<file path="config.mk">
export PLATFORM = sky130hd
export DESIGN_NAME = serial_encoder32
export DESIGN_NICKNAME = d
export VERILOG_FILES = /design/src/rtl/enc32_pkg.sv /design/src/rtl/lsb_encoder32.sv /design/src/rtl/serial_encoder32.sv
export SDC_FILE = /design/constraint.sdc
export NUM_CORES = 1
export LEC_CHECK = 0
export BUFFER_PORTS_ARGS = -buffer_cell sky130_fd_sc_hd__buf_2
export CAP_MARGIN = 10
export CORE_AREA = 8 8 79 81
export DETAILED_ROUTE_END_ITERATION = 6
export DIE_AREA = 0 0 87 89
export PLACE_DENSITY = 0.88
export SYNTH_ARGS = -nofsm -noshare
export SYNTH_HDL_FRONTEND = slang
export SYNTH_HIERARCHICAL = 1
export SYNTH_SLANG_ARGS = --single-unit
</file>
<file path="constraint.sdc">
create_clock -name clock -period 9.4 [get_ports clock]
set_input_delay 2.82 -clock clock [delete_from_list [all_inputs] [get_ports clock]]
set_output_delay 2.82 -clock clock [all_outputs]
set_load 0.05 [all_outputs]
</file>
<file path="src/rtl/enc32_pkg.sv">
// Shared definitions for the 32-to-5 serial encoder (serial_encoder32)
// and its lowest-set-bit encoder (lsb_encoder32).
package enc32_pkg;

  localparam int WIDTH  = 32;
  localparam int IDXW   = 5;
  localparam int COUNTW = 6;

  typedef enum logic {
    IDLE = 1'b0,
    EMIT = 1'b1
  } state_t;

  // Number of set bits in a request mask; 32 fits in COUNTW bits.
  function automatic logic [COUNTW-1:0] popcount32(input logic [WIDTH-1:0] v);
    logic [COUNTW-1:0] c;
    c = '0;
    for (int i = 0; i < WIDTH; i++) begin
      c = c + {{(COUNTW-1){1'b0}}, v[i]};
    end
    return c;
  endfunction

endpackage

</file>
<file path="src/rtl/lsb_encoder32.sv">
// Combinational 32-bit lowest-set-bit encoder built from gate primitives.
// Produces the index of the lowest set bit (0 when the vector is empty),
// an any-set flag and a flag for exactly one bit set.
module lsb_encoder32
  import enc32_pkg::*;
(
  input  logic [WIDTH-1:0] i_vec,
  output logic [IDXW-1:0]  o_index,
  output logic             o_any,
  output logic             o_single
);

  // w_pre[k]   : any of bits 0..k set
  // w_multi[k] : two or more of bits 0..k set
  // w_iso[k]   : bit k is the lowest set bit
  wire [WIDTH-1:0]            w_pre;
  wire [WIDTH-1:0]            w_multi;
  wire [WIDTH-2:0]            w_npre;
  wire [WIDTH-1:1]            w_iso;
  wire [WIDTH-1:1]            w_dup;
  wire [IDXW-1:0][WIDTH-1:1]  w_ch;
  wire                        w_nmulti;

  buf g_pre0 (w_pre[0], i_vec[0]);
  assign w_multi[0] = 1'b0;

  // Prefix OR, lowest-bit isolation and duplicate detection chains.
  for (genvar k = 1; k < WIDTH; k++) begin : g_bit
    or  g_pre   (w_pre[k], w_pre[k-1], i_vec[k]);
    not g_npre  (w_npre[k-1], w_pre[k-1]);
    and g_iso   (w_iso[k], i_vec[k], w_npre[k-1]);
    and g_dup   (w_dup[k], i_vec[k], w_pre[k-1]);
    or  g_multi (w_multi[k], w_multi[k-1], w_dup[k]);
  end

  // Each index bit ORs the isolated one-hot lines whose position has that bit set.
  for (genvar b = 0; b < IDXW; b++) begin : g_idx
    for (genvar k = 1; k < WIDTH; k++) begin : g_term
      if (k == 1) begin : g_first
        if (((k >> b) & 1) == 1) begin : g_use
          buf g_b (w_ch[b][k], w_iso[k]);
        end else begin : g_skip
          assign w_ch[b][k] = 1'b0;
        end
      end else begin : g_rest
        if (((k >> b) & 1) == 1) begin : g_use
          or  g_o (w_ch[b][k], w_ch[b][k-1], w_iso[k]);
        end else begin : g_skip
          buf g_b (w_ch[b][k], w_ch[b][k-1]);
        end
      end
    end
    buf g_out (o_index[b], w_ch[b][WIDTH-1]);
  end

  buf g_any    (o_any, w_pre[WIDTH-1]);
  not g_nmulti (w_nmulti, w_multi[WIDTH-1]);
  and g_single (o_single, w_pre[WIDTH-1], w_nmulti);

endmodule

</file>
<file path="src/rtl/serial_encoder32.sv">
// Sequential 32-to-5 encoder: captures a multi-hot mask and emits the
// indices of its set bits lowest first over a valid/ready handshake.
// Optional macro SERIAL_ENCODER32_COUNT_EN adds out_count, the population
// count of the captured mask, held for the whole emission.
//
//   state | meaning
//   IDLE  | waiting for a mask (in_ready high once out of reset)
//   EMIT  | streaming indices of the remaining set bits in r_pend
module serial_encoder32 #(
  parameter int WIDTH = enc32_pkg::WIDTH,
  parameter int IDXW  = enc32_pkg::IDXW
) (
  input  logic             clock,
  input  logic             reset,
  input  logic             in_valid,
  output logic             in_ready,
  input  logic [WIDTH-1:0] in_mask,
  output logic             out_valid,
  input  logic             out_ready,
  output logic [IDXW-1:0]  out_index,
  output logic             out_last,
  output logic             busy
`ifdef SERIAL_ENCODER32_COUNT_EN
  ,
  output logic [enc32_pkg::COUNTW-1:0] out_count
`endif
);

  import enc32_pkg::*;

  state_t           r_state;
  logic [WIDTH-1:0] r_pend;
  logic             r_in_ready;
`ifdef SERIAL_ENCODER32_COUNT_EN
  logic [COUNTW-1:0] r_count;
`endif

  logic [IDXW-1:0]  w_index;
  logic             w_any;
  logic             w_single;
  logic             w_valid;
  logic [WIDTH-1:0] w_onehot;
  logic [WIDTH-1:0] w_pend_clr;
  logic             w_capture;
  logic             w_done;

  lsb_encoder32 u_lsb (
    .i_vec    (r_pend),
    .o_index  (w_index),
    .o_any    (w_any),
    .o_single (w_single)
  );

  assign w_valid    = (r_state == EMIT) && w_any;
  assign w_onehot   = {{(WIDTH-1){1'b0}}, 1'b1} << w_index;
  assign w_pend_clr = r_pend & ~w_onehot;
  assign w_capture  = (r_state == IDLE) && r_in_ready && in_valid;
  assign w_done     = w_valid && out_ready && w_single;

  // in_ready is held low through reset so no capture can race the release.
  // FSM, pend register and optional count; all outputs decode these registers.
  always_ff @(posedge clock or posedge reset) begin
    if (reset) begin
      r_state    <= IDLE;
      r_pend     <= '0;
      r_in_ready <= 1'b0;
`ifdef SERIAL_ENCODER32_COUNT_EN
      r_count    <= '0;
`endif
    end else begin
      case (r_state)
        IDLE: begin
          r_in_ready <= 1'b1;
          if (w_capture) begin
`ifdef SERIAL_ENCODER32_COUNT_EN
            r_count <= popcount32(in_mask);
`endif
            if (in_mask != '0) begin
              r_pend     <= in_mask;
              r_state    <= EMIT;
              r_in_ready <= 1'b0;
            end
          end
        end
        EMIT: begin
          r_in_ready <= 1'b0;
          if (w_valid && out_ready) begin
            r_pend <= w_pend_clr;
          end
          if (w_done) begin
            r_pend     <= '0;
            r_state    <= IDLE;
            r_in_ready <= 1'b1;
`ifdef SERIAL_ENCODER32_COUNT_EN
            r_count    <= '0;
`endif
          end
        end
        default: begin
          r_state    <= IDLE;
          r_pend     <= '0;
          r_in_ready <= 1'b0;
        end
      endcase
    end
  end

  assign in_ready  = r_in_ready;
  assign out_valid = w_valid;
  assign out_index = w_valid ? w_index : '0;
  assign out_last  = w_valid && w_single;
  assign busy      = (r_state == EMIT);
`ifdef SERIAL_ENCODER32_COUNT_EN
  assign out_count = r_count;
`endif

endmodule

</file>
==> metrics.yaml <==
pwr:
  p_int_uw: 470
  power_switching_uw: 466
  p_sw_share_pct: 49.8
  power_frac_seq_pct: 41.2
  pwr-share-comb_pct: 46.4
  ir_worst_vdd_v: 0.000188
  pwr-share-clk_pct: 12.4
  p_per_area_nw_per_um2: 275
  leakagePower_uw: 0.00128
min_path:
  whs_path_depth: 2
  hold_path.class: "reg2reg"
sta:
  rsz0062_at_grt: "no"
  max_freq_mhz: 167
  period_share_pct: 63.9
  drv_slew: 0
  min_period_ps: 6010
  finalHoldViolCount: 0
  setup_ws_ps: 3390
  worst_slew_pin_slew_ps: 1160
  max_slew_margin_pct: 22.8
  finClkSkew_ps: 7.66
  setup_viol: 0
  tns_ps: 0
global_route:
  grt.met1_usage_pct: 36.7
  antenna_found_initial: 0
  grt_usage_pct: 28.1
  met3_usage_pct: 5.51
  use_met2_pct: 43.6
  grt_max_degree: 35
  grt_pass1_wl_mm: 17.0
  grt_most_used_layer: "met2"
  grt_overflow: 0
  grt_pass1_vias: 3269
clocking:
  cts_tree: "yes"
  hold_buffers: 0
  cts-root-buf: "clkbuf_8"
  clkTransAtPathRegs_ps: 70
  cts_sinks: 34
  cts_buffer_depth: 2
  cts_resized: 0
  numCtsBuffers: 5
  h-tree-depth: 2
  clock_latency_ps: 290
  post_cts_buffers: 0
setup_path:
  cp_max_fo: 12
  ff2ff_path_depth: 10
  arrival_ps: 3190
  crit_path_start_kind: "flip-flop"
  crit_path_end_kind: "output port"
  critPathRequiredTime_ps: 6580
  worst-setup-path-type: "reg2out"
run_status:
  status: "complete, no violations"
yosys:
  ys_warn_count: 6
  yosysSeqAreaShare_pct: 27.7
  synth-edff-count: 0
  syn_nets: 397
  postSynthAreaPerCell_um2: 8.50
  synthFlopType: "dfrtp_1"
  ys_ff_latch: 34
  synthDistinctLibCells: 51
  netlist_instances: 361
  syn_area_um2: 3070
  synthArstFlopShare_pct: 100
floorplan:
  initial_core_util_pct: 61.7
  die_width_um: 87
  dieArea_um2: 7740
  dieHeight_um: 89
  rows: 26
  coreArea_um2: 4980
  num_io_pins: 45
detailed_routing:
  totalWireLength_mm: 10.6
  antenna_left: 0
  detail_route.wl_per_cell_um: 23.0
  vias: 3404
  drc: 0
  post_drt_via_cell_ratio: 7.35
  drt_first_iter_violations: 404
  firstDrtPassIters: 5
finish:
  multiInputGateArea_um2: 2080
  layout.nets: 428
  area_growth_pct: 10.9
  fillers: 401
  diodes: 0
  drive_above_1_share_pct: 24.7
  final_cell_count_no_fill: 463
  seqCellArea_um2: 851
place:
  portBuffers: 44
  gp_congestion: 0.980
  dp_cells: 454
  hpwl_mm: 7.73
  dpl_worst_slack_ps: 3760
run:
  drv_cap: 0
-- state kept, by name (all words and copies together) (netlist names) --
register and flops:
r_pend 32, in_ready 1, busy 1
-- final timing paths --
kind,slack (ps),start,endpoint
max,3390,r_pend[0],out_last
min,710,r_pend[27],r_pend[27]
max reg2reg,5430,r_pend[0],r_pend[31]
min reg2reg,710,r_pend[27],r_pend[27]
max in group asynchronous,6440,reset,r_pend[7]
min in group asynchronous,2630,reset,r_pend[19]
-- cell usage in the layout, fill, tap and decap left out, types with 3 or more instances in the layout --
master	count
and2_1	3
inv_1	9
nand3_1	6
nor4_4	3
o21ai_0	8
nand4_1	5
o31a_1	3
and3_1	9
nand2_1	16
and3b_1	4
a22oi_1	3
dfrtp_1	34
a21boi_0	27
clkbuf_8	6
buf_2	44
a22oi_2	30
nor4_1	13
or3_1	5
nor2b_1	7
a21oi_1	11
o31ai_1	3
nor3b_1	4
nor3_1	11
buf_4	4
nor2_1	56
a221oi_1	30
-- power by group through the flow --
stage	registers, µW	clock network (µW)	logic, µW
5_1_grt	397	121	474
6_report	386	116	435
2_1_floorplan	329	0	338
4_1_cts	377	117	424
3_5_place_dp	380	0	422
3_3_place_gp	378	0	416
-- worst max-delay path, cell delays in order (launching register included) --
cell and delay [ps]:
dfrtp_1 470, nor4_4 460, nand4_2 430, nor4_4 480, mux2i_1 150, nor4_2 220, o311a_1 270, and3_1 160
buf_2 260
-- layer usage --
layer	up-vias	part of all wire [%]	wire [µm]
met1	1646	41	4310
met3	33	11	1130
met2	244	46	4850
met4	0	3.3	348
met5	-	0	0
li1	1481	-	-
-- cell usage after synthesis, types with 3 or more instances --
master     n  area share (%)
nand3_1    6            0.98
buf_6      3             1.1
a22oi_2   30              12
inv_1      9             1.1
clkbuf_1  17             2.1
and2_1     3            0.61
nor2b_1    7             1.4
and3_1     9             1.8
a22oi_1    3            0.73
nor4_1    13             2.6
dfrtp_1   34              28
or3_1      5             1.0
a221oi_1  30             8.6
nand4_1    5             1.0
buf_2      5            0.82
nand2_1   16             2.0
nor3b_1    4            0.98
a21oi_1   11             1.8
o31ai_1    3            0.73
o31a_1     3            0.86
nor2_1    57             7.0
o21ai_0    8             1.3
and3b_1    4             1.1
nor4_4     3             2.1
nor3_1    11             1.8
a21boi_0  27             6.6
-- per-stage QoR --
step | utilization (%) | area (µm²) | hold WS [ps] | total power [µW]
4_1_cts | 68.1 | 3390 | 706 | 919
3_3_place_gp | 66.3 | 3300 | 684 | 794
3_5_place_dp | 66.3 | 3300 | 695 | 802
2_1_floorplan | - | 3070 | 631 | 667
5_1_grt | 68.4 | 3400 | 738 | 993
6_report | 68.4 | 3400 | 709 | 937
-- logic make-up (layout without fill, tap and decap cells) --
family	count (synthesis)	in the layout	synth area share (%)
buf+inv	34	66	5.10
simple gates	153	153	27.5
xor+xnor	1	1	0.285
fa+ha+maj	2	2	0.652
compound gates	136	136	38.4
flops	34	34	27.7
mux	1	1	0.326
-- final cells by class --
| type | instances | share of cell area, % |
|---|---|---|
| repair buffers | 49 | 7.79 |
| flip-flops and latches | 34 | 25.0 |
| well taps | 70 | 2.57 |
| clock inverters | 1 | 0.147 |
| inverters | 9 | 0.992 |
| multi-input cells | 293 | 61.0 |
| clock buffers | 7 | 2.54 |
Note: power is estimated with default switching activity, not from simulation.
